[src/rtl/riscv_pc_unit.sv]
// Program-counter unit: picks the next fetch address from a sequential, branch,
// jump or trap source; holds a redirect that arrives while fetch is stalled; and
// replaces misaligned control-flow targets with the trap vector.
module riscv_pc_unit #(
  parameter int                ADDR_W      = 32,
  parameter int                INC_BY      = 4,
  parameter logic [ADDR_W-1:0] RESET_VEC   = '0,
  parameter logic [ADDR_W-1:0] TRAP_VEC    = ADDR_W'(32'h100),
  parameter bit                ALIGN_CHECK = 1'b1
) (
  input  logic              clk,
  input  logic              resetN,
  input  logic              pcEn,
  input  logic [1:0]        pcSel,
  input  logic [31:0]       offset,
  input  logic [31:0]       target,
  output logic [ADDR_W-1:0] pcOutput,
  output logic [ADDR_W-1:0] pcPlusInc,
  output logic              pending,
  output logic              misalignErr,
  output logic [ADDR_W-1:0] errAddr
);

  localparam logic [1:0] SEL_SEQ    = 2'd0;
  localparam logic [1:0] SEL_BRANCH = 2'd1;
  localparam logic [1:0] SEL_JUMP   = 2'd2;
  localparam logic [1:0] SEL_TRAP   = 2'd3;

  typedef enum logic {S_IDLE, S_PENDING} state_t;

  state_t            r_state;
  state_t            w_state_next;
  logic [ADDR_W-1:0] r_pc;
  logic [ADDR_W-1:0] w_pc_next;
  logic [ADDR_W-1:0] r_pend_addr;
  logic [ADDR_W-1:0] w_pend_addr_next;
  logic              r_err;
  logic              w_err_next;
  logic [ADDR_W-1:0] r_err_addr;
  logic [ADDR_W-1:0] w_err_addr_next;

  logic [ADDR_W-1:0] w_offset_ext;
  logic [ADDR_W-1:0] w_target_ext;
  logic [ADDR_W-1:0] w_candidate;
  logic              w_misalign;
  logic [ADDR_W-1:0] w_resolved;

  // The offset is signed (sign-extend when the PC is wider than 32 bits);
  // the jump target is an absolute address (zero-extend when wider).
  generate
    if (ADDR_W <= 32) begin : g_narrow
      assign w_offset_ext = offset[ADDR_W-1:0];
      assign w_target_ext = target[ADDR_W-1:0];
    end else begin : g_wide
      assign w_offset_ext = {{(ADDR_W-32){offset[31]}}, offset};
      assign w_target_ext = {{(ADDR_W-32){1'b0}}, target};
    end
  endgenerate

  assign pcOutput    = r_pc;
  assign pcPlusInc   = r_pc + ADDR_W'(INC_BY);
  assign pending     = (r_state == S_PENDING);
  assign misalignErr = r_err;
  assign errAddr     = r_err_addr;

  // Candidate address from the current PC, then trap substitution if misaligned.
  always_comb begin
    w_candidate = r_pc + ADDR_W'(INC_BY);
    unique case (pcSel)
      SEL_SEQ:    w_candidate = r_pc + ADDR_W'(INC_BY);
      SEL_BRANCH: w_candidate = r_pc + w_offset_ext;
      SEL_JUMP:   w_candidate = w_target_ext & ~ADDR_W'(1);
      SEL_TRAP:   w_candidate = TRAP_VEC;
      default:    w_candidate = r_pc + ADDR_W'(INC_BY);
    endcase
    w_misalign = ALIGN_CHECK && ((pcSel == SEL_BRANCH) || (pcSel == SEL_JUMP))
                 && (w_candidate[1:0] != 2'b00);
    w_resolved = w_misalign ? TRAP_VEC : w_candidate;
  end

  // Next-state and datapath update; the error pulse defaults low every cycle.
  always_comb begin
    w_state_next     = r_state;
    w_pc_next        = r_pc;
    w_pend_addr_next = r_pend_addr;
    w_err_next       = 1'b0;
    w_err_addr_next  = r_err_addr;
    unique case (r_state)
      S_IDLE: begin
        if (pcEn) begin
          w_pc_next = w_resolved;
        end else if (pcSel != SEL_SEQ) begin
          w_pend_addr_next = w_resolved;
          w_state_next     = S_PENDING;
        end
        // The error is recorded when the substitution is committed, either to
        // the PC directly or to the pending register during a stall.
        if (w_misalign && (pcEn || (pcSel != SEL_SEQ))) begin
          w_err_next      = 1'b1;
          w_err_addr_next = w_candidate;
        end
      end
      S_PENDING: begin
        // First redirect wins, except that a trap always overrides it.
        if (pcEn) begin
          w_pc_next    = (pcSel == SEL_TRAP) ? TRAP_VEC : r_pend_addr;
          w_state_next = S_IDLE;
        end else if (pcSel == SEL_TRAP) begin
          w_pend_addr_next = TRAP_VEC;
        end
      end
      default: w_state_next = S_IDLE;
    endcase
  end

  // State and datapath registers; reset discards any pending redirect.
  always_ff @(posedge clk or negedge resetN) begin
    if (!resetN) begin
      r_state     <= S_IDLE;
      r_pc        <= RESET_VEC;
      r_pend_addr <= '0;
      r_err       <= 1'b0;
      r_err_addr  <= '0;
    end else begin
      r_state     <= w_state_next;
      r_pc        <= w_pc_next;
      r_pend_addr <= w_pend_addr_next;
      r_err       <= w_err_next;
      r_err_addr  <= w_err_addr_next;
    end
  end

endmodule

[config.mk]
export PLATFORM = sky130hd
export DESIGN_NAME = riscv_pc_unit
export DESIGN_NICKNAME = d
export VERILOG_FILES = /design/src/rtl/riscv_pc_unit.sv
export SDC_FILE = /design/constraint.sdc
export NUM_CORES = 1
export LEC_CHECK = 0
export BUFFER_PORTS_ARGS = -buffer_cell sky130_fd_sc_hd__buf_2
export CAP_MARGIN = 20
export CELL_PAD_IN_SITES_DETAIL_PLACEMENT = 2
export CELL_PAD_IN_SITES_GLOBAL_PLACEMENT = 2
export CORE_UTILIZATION = 35
export CTS_CLUSTER_DIAMETER = 30
export DETAILED_ROUTE_END_ITERATION = 6
export GPL_ROUTABILITY_DRIVEN = 0
export PLACE_DENSITY = 0.91
export SYNTH_ARGS = -nofsm -noshare
export SYNTH_HDL_FRONTEND = slang
export SYNTH_SLANG_ARGS = --single-unit
[constraint.sdc]
create_clock -name clk -period 7.9 [get_ports clk]
set_clock_uncertainty 0.05 [all_clocks]
set_input_delay 1.185 -clock clk [delete_from_list [all_inputs] [get_ports clk]]
set_output_delay 1.185 -clock clk [all_outputs]
set_load 0.05 [all_outputs]
==> results of run 1 <==
-- layout make-up --
cell class / count / area [um2] / share of cell area (%)
Sequential cell: 98 / 2450 / 29.3
Tap cell: 265 / 332 / 3.96
Clock inverter: 5 / 30.0 / 0.358
Inverter: 33 / 124 / 1.48
Multi-Input combinational cell: 655 / 4300 / 51.3
Timing Repair Buffer: 175 / 903 / 10.8
Clock buffer: 11 / 243 / 2.90
-- cells by family after synthesis --
| logic type | Yosys count |
|---|---|
| multiplexers | 10 |
| flip-flops | 98 |
| XOR/XNOR | 46 |
| adder cells (fa/ha/maj) | 37 |
| AO/OA/AOI/OAI | 291 |
| AND/OR/NAND/NOR | 271 |
| buffers and inverters | 85 |
-- state kept, by name, indices dropped and copies added (netlist names) --
register,count
pcOutput,32
pending,1
misalignErr,1
r_pend_addr,32
errAddr,32
-- cell usage in the layout (no fill, tap or decap), types with 6 or more instances in the layout --
cell type | synthesis | layout
a221oi_1 | 15 | 15
o31ai_1 | 7 | 7
clkbuf_16 | 0 | 9
a21oi_1 | 69 | 69
and3_1 | 26 | 26
inv_1 | 32 | 32
nand4_1 | 10 | 10
o221ai_1 | 6 | 6
buf_4 | 2 | 11
o21ai_0 | 66 | 65
dfrtp_1 | 98 | 98
buf_2 | 4 | 164
o211ai_1 | 6 | 6
a21o_1 | 23 | 23
nand2_1 | 87 | 87
a22o_1 | 17 | 17
nand3_1 | 37 | 37
xnor2_1 | 32 | 32
a31oi_1 | 6 | 6
ha_1 | 36 | 35
nor2_1 | 56 | 56
and2_1 | 7 | 7
o21ai_1 | 7 | 7
a211oi_1 | 10 | 10
xor2_1 | 14 | 14
nor3_1 | 15 | 15
-- metal layers --
layer	share of wire, %	wire length, um	GRT usage (%)	vias up
met4	4.6	1440	14.9	0
met3	5.5	1710	5.40	83
met2	50	15600	54.7	291
met5	0	0	0	-
li1	-	-	-	3356
met1	39	12200	34.5	3852
-- metrics by stage --
step | hold slack, ns | setup slack (ns)
final | 0.432 | 3.72
after global placement | 0.407 | 3.60
after CTS | 0.437 | 3.75
after floorplan | 0.392 | 3.93
after detailed placement | 0.415 | 3.46
after global routing | 0.464 | 3.55
-- report_power, final --
part | total [mW] | internal (mW) | switching [mW]
clock | 0.423 | 0.221 | 0.202
sequential | 0.750 | 0.624 | 0.126
combinational | 1.30 | 0.345 | 0.953
total | 2.47 | 1.19 | 1.28
-- worst min path at each step --
stage	from	to	slack, ns	cells after the start
4_1_cts	r_pend_addr[23]$_DFFE_PN0P_	r_pend_addr[23]$_DFFE_PN0P_	0.44	2
6_report	errAddr[26]$_DFFE_PN0P_	errAddr[26]$_DFFE_PN0P_	0.43	2
3_5_place_dp	errAddr[20]$_DFFE_PN0P_	errAddr[20]$_DFFE_PN0P_	0.42	2
2_1_floorplan	r_pend_addr[10]$_DFFE_PN0P_	r_pend_addr[10]$_DFFE_PN0P_	0.39	2
5_1_grt	errAddr[1]$_DFFE_PN0P_	errAddr[1]$_DFFE_PN0P_	0.46	2
3_3_place_gp	r_pend_addr[26]$_DFFE_PN0P_	r_pend_addr[26]$_DFFE_PN0P_	0.41	2
-- worst reg2reg max path, cell delays in order (launching register included) --
cell and delay (ns):
dfrtp_1 0.44, ha_1 0.27, fa_1 0.47, a22oi_1 0.31, o21ai_0 0.23, o21ai_2 0.25, and2_1 0.51, nand2_1 0.60
a21oi_1 0.34, a21o_1 0.16
==> metrics.md, run 1 <==
| Metric | Value |
|---|---|
| Total DRC errors in the routed layout | `0` |
| Area delta synth->final | `17.5%` |
| Cell family with the largest share of critical-path delay | `compound AO/OA/AOI/OAI gates` |
| Setup crit start kind | `input port` |
| Seq/Total Area, Yosys | `between 30% and 40%` |
| Crit path capture type | `flop` |
| Post-CTS Resized | `0` |
| PnR Total Power | `approximately 2.5 mW` |
| Pwr dens | `a little under 300 mW/mm2` |
| Critical Path AT | `approximately 4.4 ns` |
| Worst setup endpoint | `pcOutput[28]$_DFFE_PN0P_` |
| Number of synthesized register bits | `98` |
| Status | `finished clean` |
| Largest family of logic cells by synthesized area | `compound AO/OA/AOI/OAI gates` |
| Max Freq | `roughly 240 MHz` |
| CTS buffer count | `9` |
| Crit path largest cell delay | `about 0.6 ns` |
| Vias in the first global route | `approximately 8200` |
| Compound-Gate Fraction of Synth Area | `around 28%` |
| Commonest cells in the synthesized netlist | `98 x dfrtp_1, 87 x nand2_1, 69 x a21oi_1` |
| Clock Pin Slew Worst Setup and Hold Paths | `around 0.070 ns` |
| IO buf count | `165` |
| Drt pass-1 iters | `5` |
| Number of placement rows | `51` |
| Gr ovfl total | `0` |
| Die area | `around 0.021 mm2` |
| Mux cell area share after synthesis | `around 1.5%` |
| Leak | `just over 4 nW` |
| Cell Area, Placed | `0.00811 mm2` |
| Critical Path, Cell by Cell | `buf_2, inv_1, ha_2, buf_4, o21ai_0, o21ai_2, and2_1, nand2_1, a21oi_1, a21o_1` |
| Dominant cell type by area after synthesis | `dfrtp_1` |
| Final WL | `31.0 mm` |
| Min-delay worst type | `reg -> reg` |
| Initial antenna violation count | `0` |
| Synthesized instance count | `between 800 and 900` |
| Synth top area share | `about a third` |
| Via count | `7582` |
| Drt wl/cell | `around 25 um` |
| Yosys warning count | `0` |
| Final setup vio count | `0` |
| R2r startpoint | `pcOutput[0]$_DFFE_PN0P_` |
| CP Data Required Time | `8.14 ns` |
| Non-filler cells, final | `1242` |
| Max Buffers Root-to-Sink | `2` |
| Mapped Nets | `944` |
| Die Wd | `~140 um` |
| Avg Cell Area, Syn | `8.51 um2` |
| Max-cap check violation count | `0` |
| Post-Syn Area | `~0.007 mm2` |
| Nets | `~1100` |
| DR vias/cell | `6.10` |
| Die Y | `between 100 and 150 um` |
| Fin. max-slew vios | `0` |
| Final Core Density | `a little over two fifths` |
| Pin count of the biggest net entering global routing | `58` |
| Unrepaired setup endpoints after global routing | `no` |
| Ant. Diodes | `0` |
| Final cycle utilization of the critical path | `a little over half` |
| Worst setup path class | `in -> reg` |
| Num ports | `between 150 and 200` |
| Reg2reg path depth | `9` |
| Hpwl dp | `~24 mm` |
| Core Area | `roughly 0.020 mm2` |
| Layout fillers | `2227` |
| R2R Setup Slk | `about 4.2 ns` |
| Synth unique cells | `83` |
| 1st-iter DRT viols | `around 440` |
| XOR/XNOR Fraction of Synth Area | `under 10%` |
| H-tree levels | `3` |
| CTS tree | `done` |
| Total setup buffers inserted after CTS | `0` |
| CP Depth | `10` |
| Layout cells sized above 1 | `between 20% and 30%` |
| Routed Antenna Nets | `0` |
| Crit path buffers/inverters | `3` |
| Slew Limit Headroom | `between 30 and 40%` |
| Most common cell in the netlist | `dfrtp_1` |
| Simple-gate share of the synthesized area | `~19%` |
| Skew-Pair Late Insertion Delay | `0.35 ns` |
| Root buf cell | `clkbuf_16` |
| First-pass GRT wire length | `47.3 mm` |
| Placed insts | `1226` |
| Gr usage total | `around 30%` |
| Number of flops mapped to enable cells by yosys | `0` |
| Post-route cell area | `about 0.0084 mm2` |
| Initial Util | `between 30% and 40%` |
| Final Hold Viols | `0` |
| Worst reg2reg path endpoint | `pcOutput[28]$_DFFE_PN0P_` |
| Slowest cell on crit path | `nand2_1` |
| CP max FO | `54` |
| Ys flop type | `dfrtp_1` |
| Slew @ Worst Pin | `about 0.98 ns` |
| Area contributors post-synth | `dfrtp_1 34%, ha_1 6.3%, a21oi_1 4.8%` |
| Post-synthesis adder-cell area fraction | `about 6.6%` |
| VDD IR-drop max | `0.163 mV` |
| Asr flop ratio synth | `100%` |
| Setup_tns | `0 ns` |
| Min cycle time layout | `4.18 ns` |
| Hold buffer count at CTS | `0` |
| CTS Sinks | `around 100` |
| Worst setup path startpoint | `pcSel[1]` |
Note: power is estimated with default switching activity, not from simulation.
==> inputs of run 2 (changes only) <==
- ABC_AREA: not set -> 1
- CORE_UTILIZATION: 35 -> 26
- PLACE_DENSITY: 0.91 -> 0.8
- clock period: 7.9 -> 3.7 ns (I/O delays scaled with it)
==> run 2 against run 1 <==
Effect of this change:
- first-iteration DRC count decreased by 9.1%
- clock-buffer cell count increased by 1
- via count increased by 22%
- sequential share of layout area decreased by 3.7 points
- final area increased by 15%
- synthesized cell count increased by 55%
- critical path depth increased by 2
- die area increased by 51%
- sequential power increased by 110%
- core utilization decreased by 11 points
- combinational power increased by 110%
- cell count increased by 50%
- critical path type is now reg -> out
- largest power group unchanged
==> metrics.md, run 2 <==
| Metric | Value |
|---|---|
| Most frequent cells in the layout | `562 x nand2_1, 167 x inv_1, 164 x buf_2 (was 164 x buf_2, 98 x dfrtp_1, 87 x nand2_1)` |
| Number of flops mapped to enable cells by yosys | `0 (unchanged)` |
| Fin. max-slew vios | `0 (unchanged)` |
| Clock Pin Slew Worst Setup and Hold Paths | `0.07 ns (about the same)` |
| Num ports | `167 (unchanged)` |
| Min cycle time layout | `around 3.2 ns` |
| Pwr dens | `535 mW/mm2 (was 295 mW/mm2)` |
| Ys flop type | `dfrtp_1 (unchanged)` |
| Number of placement rows | `64 (was 51)` |
| Synth top area share | `30.5% (was 34.4%)` |
| Final cycle utilization of the critical path | `between 80 and 90%` |
| Slew @ Worst Pin | `0.725 ns (was 0.983 ns)` |
| Final hold slack | `0.197 ns (was 0.432 ns)` |
| Via count | `9259 (was 7582)` |
| H-tree levels | `3 (unchanged)` |
| Most common cell after layout, fill and taps aside | `nand2_1 (was buf_2)` |
| Pin count of the biggest net entering global routing | `52 (was 58)` |
| Layout cells sized above 1 | `16.4% (was 22.5%)` |
| Root buf cell | `clkbuf_16 (unchanged)` |
| Seq/Total Area, Yosys | `30.5% (was 34.4%)` |
| Critical Path, Cell by Cell | `ha_1, nand2_1, nor2_4, nand3_2, inv_2, nand3_2, inv_2, nand3_2, clkinv_1, nand3_1, nand2_1, buf_2 (was buf_2, inv_1, ha_2, buf_4, o21ai_0, o21ai_2, and2_1, nand2_1, a21oi_1, a21o_1)` |
| Critical Path AT | `2.60 ns (was 4.42 ns)` |
| Commonest cells in the synthesized netlist | `562 x nand2_1, 167 x inv_1, 99 x nand3_1 (was 98 x dfrtp_1, 87 x nand2_1, 69 x a21oi_1)` |
| Final WL | `36.7 mm (was 31.0 mm)` |
| Setup crit start kind | `flop (was input port)` |
| Slew Limit Headroom | `51.1% (was 32.8%)` |
| Post-route cell area | `0.00960 mm2 (was 0.00838 mm2)` |
| Busiest grt layer | `met2 (unchanged)` |
| Final setup vio count | `0 (unchanged)` |
| Max Buffers Root-to-Sink | `2 (unchanged)` |
| Slowest cell on crit path | `dfrtp_1 (was nand2_1)` |
| Total DRC errors in the routed layout | `0 (unchanged)` |
| Post-CTS Resized | `0 (unchanged)` |
| Leak | `5.47 nW (was 4.05 nW)` |
| CTS buffer count | `9 (unchanged)` |
| CTS Sinks | `98 (unchanged)` |
| Gr usage total | `23.5% (was 30.4%)` |
| CP Data Required Time | `3.09 ns (was 8.14 ns)` |
| Cell Area, Placed | `0.00934 mm2 (was 0.00811 mm2)` |
| Setup_tns | `0 ns (unchanged)` |
| Synthesized instance count | `1303 (was 838)` |
| Layout fillers | `3746 (was 2227)` |
| Met1 Use GR | `30.4% (was 34.5%)` |
| Max-cap check violation count | `0 (unchanged)` |
| Most common cell in the netlist | `nand2_1 (was dfrtp_1)` |
| Final Hold Viols | `0 (unchanged)` |
| Final Core Density | `31.5% (was 42.5%)` |
| CTS tree | `done (unchanged)` |
| 1st-iter DRT viols | `399 (was 439)` |
| Initial antenna violation count | `0 (unchanged)` |
| Critical Path Most Common Cell | `nand3_2` |
| VDD IR-drop max | `0.226 mV (was 0.163 mV)` |
| Die Y | `178 um (was 145 um)` |
| Mapped Nets | `1409 (was 944)` |
| Unrepaired setup endpoints after global routing | `no (unchanged)` |
| Reg area | `0.00245 mm2 (unchanged)` |
| Routing usage on met2 | `41.6% (was 54.7%)` |
| Area delta synth->final | `19.4% (was 17.5%)` |
| Initial Util | `26.4% (was 36.2%)` |
| Avg Cell Area, Syn | `6.17 um2 (was 8.51 um2)` |
| DR vias/cell | `4.99 (was 6.10)` |
| Skew-Pair Late Insertion Delay | `0.35 ns (about the same)` |
| Asr flop ratio synth | `100% (unchanged)` |
| Max Freq | `between 300 and 400 MHz` |
| Status | `finished clean (unchanged)` |
| Core Area | `0.0305 mm2 (was 0.0197 mm2)` |
| Total setup buffers inserted after CTS | `0 (unchanged)` |
| Nets | `1564 (was 1078)` |
| Hold buffer count at CTS | `0 (unchanged)` |
| Dominant cell type by area after synthesis | `dfrtp_1 (unchanged)` |
| Post-Syn Area | `0.00804 mm2 (was 0.00713 mm2)` |
| Gr ovfl total | `0 (unchanged)` |
| Crit path capture type | `output pin (was flop)` |
| Drt wl/cell | `19.8 um (was 25.0 um)` |
| Number of synthesized register bits | `98 (unchanged)` |
| Placed insts | `1843 (was 1226)` |
| Crit path largest cell delay | `0.55 ns (was 0.59 ns)` |
| Vias in the first global route | `10000 (was 8248)` |
| Hpwl dp | `30.2 mm (was 23.6 mm)` |
| Routed Antenna Nets | `0 (unchanged)` |
| Non-filler cells, final | `1857 (was 1242)` |
| First-pass GRT wire length | `56.3 mm (was 47.3 mm)` |
| Min-delay worst type | `in -> async (was reg -> reg)` |
| Area contributors post-synth | `dfrtp_1 30%, nand2_1 26%, inv_1 7.8% (was dfrtp_1 34%, ha_1 6.3%, a21oi_1 4.8%)` |
| Worst setup path class | `reg -> out (was in -> reg)` |
| Synth unique cells | `45 (was 83)` |
| Footprint of the multi-input gates | `0.00476 mm2 (was 0.00430 mm2)` |
| Met3 GRT Util | `1.41% (was 5.40%)` |
| Yosys warning count | `0 (unchanged)` |
| Ant. Diodes | `0 (unchanged)` |
| Die Wd | `178 um (was 145 um)` |
| Die area | `0.0316 mm2 (was 0.0210 mm2)` |
| IO buf count | `165 (unchanged)` |
| CP max FO | `7 (was 54)` |
| Drt pass-1 iters | `5 (unchanged)` |
-- run 2: worst max-delay path: cells and delay by family, from the launching register on --
family	cells	cell delay, ns
adders and majority gates	1	0.24
buffers and inverters	4	0.55
and+or+nand+nor	7	0.89
DFF	1	0.55
-- run 2: worst paths after layout --
check | to | cells after the start | startpoint | slack (ns)
min in group clk | r_pend_addr[29]$_DFFE_PN0P_ | 2 | r_pend_addr[29]$_DFFE_PN0P_ | 0.43
worst min register to register | r_pend_addr[29]$_DFFE_PN0P_ | 2 | r_pend_addr[29]$_DFFE_PN0P_ | 0.43
worst max register to register | r_pend_addr[16]$_DFFE_PN0P_ | 13 | pcOutput[0]$_DFFE_PN0P_ | 0.55
max in group asynchronous | pcOutput[18]$_DFFE_PN0P_ | 2 | resetN | 2.66
worst max-delay path | pcPlusInc[28] | 12 | pcOutput[2]$_DFFE_PN0P_ | 0.49
worst min-delay path | misalignErr$_DFF_PN0_ | 1 | resetN | 0.20
-- run 2: report_power, final --
part / internal [mW] / switching, mW / total (mW)
logic: 0.642 / 2.05 / 2.70
clock network: 0.468 / 0.408 / 0.876
registers: 1.31 / 0.258 / 1.57
total: 2.42 / 2.72 / 5.14
-- run 2: cell type report --
| type | count | share of cell area, % |
|---|---|---|
| clock inverters | 2 | 0.156 |
| multi-input cells | 990 | 49.6 |
| repair buffers | 182 | 10.1 |
| flip-flops and latches | 98 | 25.5 |
| inverters | 177 | 6.92 |
| clock buffers | 12 | 2.57 |
| well taps | 396 | 5.16 |
-- run 2: stage by stage --
stage	setup slack, ns	power [mW]
after floorplan	0.689	3.38
after global placement	0.580	4.16
after detailed placement	0.504	4.28
after CTS	0.448	5.17
after global routing	0.308	5.44
final	0.492	5.14
-- run 2: layer usage --
layer / vias up / wire [um]
met1: 4644 / 16500
met4: 0 / 839
met3: 47 / 1080
met2: 182 / 18300
li1: 4386 / -
met5: - / 0
-- run 2: cell families (layout without fill, tap and decap cells) --
kind of cell / count (synthesis) / after routing / synth area share, %
compound gates: 142 / 142 / 9.55
fa+ha+maj: 37 / 37 / 5.85
simple gates: 797 / 797 / 42.1
buf+inv: 215 / 373 / 10.4
xor+xnor: 14 / 14 / 1.62
flops: 98 / 98 / 30.5
==> inputs of run 3 (changes only) <==
- CORE_ASPECT_RATIO: not set -> 0.9
==> run 3 against run 2 <==
Effect of this change:
- critical endpoint unchanged
- global-route usage fell by 0.36 points
- routed wire length fell by 0.22%
- clock-buffer cell count fell by 3
- combinational power barely moved
- sequential power barely moved
- die area barely moved
- clock power rose by 13%
- via count fell by 1.3%
- register-to-register slack improved by 0.12 ns
- critical path depth did not move
- highest routed layer unchanged
- largest cell class unchanged
- core utilization rose by 0.58 points
==> metrics.md, run 3 (synthesized netlist as in run 2, its figures left out) <==
| Metric | Value |
|---|---|
| Unrepaired setup endpoints after global routing | `no (unchanged)` |
| Crit path capture type | `output pin (unchanged)` |
| Gr ovfl total | `0 (unchanged)` |
| CTS buffer count | `9 (unchanged)` |
| Core Area | `0.0302 mm2 (was 0.0305 mm2)` |
| CP max FO | `7 (unchanged)` |
| Slew @ Worst Pin | `0.924 ns (was 0.725 ns)` |
| Pin count of the biggest net entering global routing | `68 (was 52)` |
| Worst setup path startpoint | `pcOutput[2]$_DFFE_PN0P_ (unchanged)` |
| Post-route cell area | `0.00967 mm2 (was 0.00960 mm2)` |
| Die Wd | `187 um (was 178 um)` |
| Worst reg2reg path endpoint | `pcOutput[16]$_DFFE_PN0P_ (was r_pend_addr[16]$_DFFE_PN0P_)` |
| Leak | `5.52 nW (was 5.47 nW)` |
| Total DRC errors in the routed layout | `0 (unchanged)` |
| R2R Setup Slk | `0.67 ns (was 0.55 ns)` |
| CP Data Required Time | `3.09 ns (about the same)` |
| PnR Total Power | `5.25 mW (was 5.14 mW)` |
| Worst setup path class | `reg -> out (unchanged)` |
| Gr usage total | `23.1% (was 23.5%)` |
| Clock Pin Slew Worst Setup and Hold Paths | `0.08 ns (was 0.07 ns)` |
| Area delta synth->final | `20.3% (was 19.4%)` |
| Min-delay worst type | `in -> async (unchanged)` |
| First-pass GRT wire length | `55.9 mm (was 56.3 mm)` |
| Final hold slack | `0.292 ns (was 0.197 ns)` |
| Pwr dens | `543 mW/mm2 (was 535 mW/mm2)` |
| Root buf cell | `clkbuf_16 (unchanged)` |
| Initial antenna violation count | `0 (unchanged)` |
| Initial Util | `26.6% (was 26.4%)` |
| Hpwl dp | `30.0 mm (was 30.2 mm)` |
| Number of placement rows | `60 (was 64)` |
| Drt wl/cell | `19.6 um (was 19.8 um)` |
| Layout cells sized above 1 | `16.8% (was 16.4%)` |
| Total setup buffers inserted after CTS | `0 (unchanged)` |
| CTS Sinks | `98 (unchanged)` |
| Final cycle utilization of the critical path | `87.1% (was 86.7%)` |
| H-tree levels | `3 (unchanged)` |
| Max-cap check violation count | `0 (unchanged)` |
| Max Buffers Root-to-Sink | `2 (unchanged)` |
| Reg2reg path depth | `13 (unchanged)` |
| Final Hold Viols | `0 (unchanged)` |
| Die area | `0.0316 mm2 (about the same)` |
| Critical Path AT | `2.62 ns (was 2.60 ns)` |
| Ant. Diodes | `0 (unchanged)` |
| Cell Area, Placed | `0.00937 mm2 (was 0.00934 mm2)` |
| Max Freq | `310 MHz (was 312 MHz)` |
| DR vias/cell | `4.89 (was 4.99)` |
| Die Y | `169 um (was 178 um)` |
| Final WL | `36.7 mm (about the same)` |
| Pre-CTS WS | `0.556 ns (was 0.504 ns)` |
| Setup crit start kind | `flop (unchanged)` |
| IO buf count | `165 (unchanged)` |
| Num ports | `167 (unchanged)` |
| Worst setup endpoint | `pcPlusInc[28] (unchanged)` |
| CTS tree | `done (unchanged)` |
| Status | `finished clean (unchanged)` |
| Skew-Pair Late Insertion Delay | `0.35 ns (about the same)` |
| Post-CTS Resized | `0 (unchanged)` |
| VDD IR-drop max | `0.296 mV (was 0.226 mV)` |
| Setup_tns | `0 ns (unchanged)` |
| Final setup vio count | `0 (unchanged)` |
| 1st-iter DRT viols | `397 (was 399)` |
| Vias in the first global route | `9817 (was 10000)` |
| R2r startpoint | `pcOutput[0]$_DFFE_PN0P_ (unchanged)` |
| Routed Antenna Nets | `0 (unchanged)` |
| Most frequent cells in the layout | `562 x nand2_1, 167 x inv_1, 164 x buf_2 (unchanged)` |
| Hold buffer count at CTS | `0 (unchanged)` |
| Slew Limit Headroom | `38.4% (was 51.1%)` |
| Min cycle time layout | `3.22 ns (was 3.21 ns)` |
| Fin. max-slew vios | `0 (unchanged)` |
| Fin worst setup slack | `0.476 ns (was 0.492 ns)` |
| Most common cell after layout, fill and taps aside | `nand2_1 (unchanged)` |
| Drt pass-1 iters | `5 (unchanged)` |
| Nets | `1568 (was 1564)` |
| Via count | `9139 (was 9259)` |
[run 3: changes by cell type in the layout (fill, tap and decap cells not counted), sizes merged]
cell      change
buf           +4
bufinv        +1
clkbuf        -3
clkinv        +3
clkinvlp      -2
inv           +3
[run 3: critical path, stage by stage, from the launching register on]
cell      delay (ns)
dfrtp_1         0.58
ha_1            0.25
nand2_1         0.10
nor2_4          0.18
nand3_2         0.19
inv_2           0.12
nand3_2         0.10
inv_2           0.08
nand3_2         0.07
clkinv_1        0.08
nand3_1         0.11
nand2_1         0.13
buf_2           0.27
[run 3: per-stage QoR]
stage	cells	utilization, %
final	1870	32.0
after global routing	1870	32.0
after CTS	1870	32.0
after detailed placement	1854	31.1
after global placement	1854	31.1
after floorplan	1303	-
[run 3: power by group]
part           switching [mW]  internal [mW]  total (mW)  leakage, nW
clock                   0.462          0.532       0.993        0.151
sequential              0.240           1.31        1.55         1.27
combinational            2.06          0.648        2.71         4.10
[run 3: how the worst min path moves through the flow]
stage / startpoint / to / depth (start not counted)
2_1_floorplan: resetN / errAddr[0]$_DFFE_PN0P_ / 0
3_3_place_gp: r_pend_addr[20]$_DFFE_PN0P_ / r_pend_addr[20]$_DFFE_PN0P_ / 2
3_5_place_dp: r_pend_addr[20]$_DFFE_PN0P_ / r_pend_addr[20]$_DFFE_PN0P_ / 2
4_1_cts: resetN / r_pend_addr[27]$_DFFE_PN0P_ / 1
5_1_grt: resetN / errAddr[24]$_DFFE_PN0P_ / 1
6_report: resetN / errAddr[27]$_DFFE_PN0P_ / 1
[run 3: routing by layer]
layer	track usage (%)	up-vias	share of wire, %
li1	-	4401	-
met1	31.7	4548	48
met2	38.9	150	47
met3	1.93	40	3.3
met4	6.50	0	2.1
met5	0	-	0
[run 3: cell type report]
type	count	area [um2]
fillers	3812	20500
multi-input cells	990	4760
flip-flops and latches	98	2450
repair buffers	186	986
inverters	177	664
well taps	403	504
clock buffers	9	225
clock inverters	7	75.1
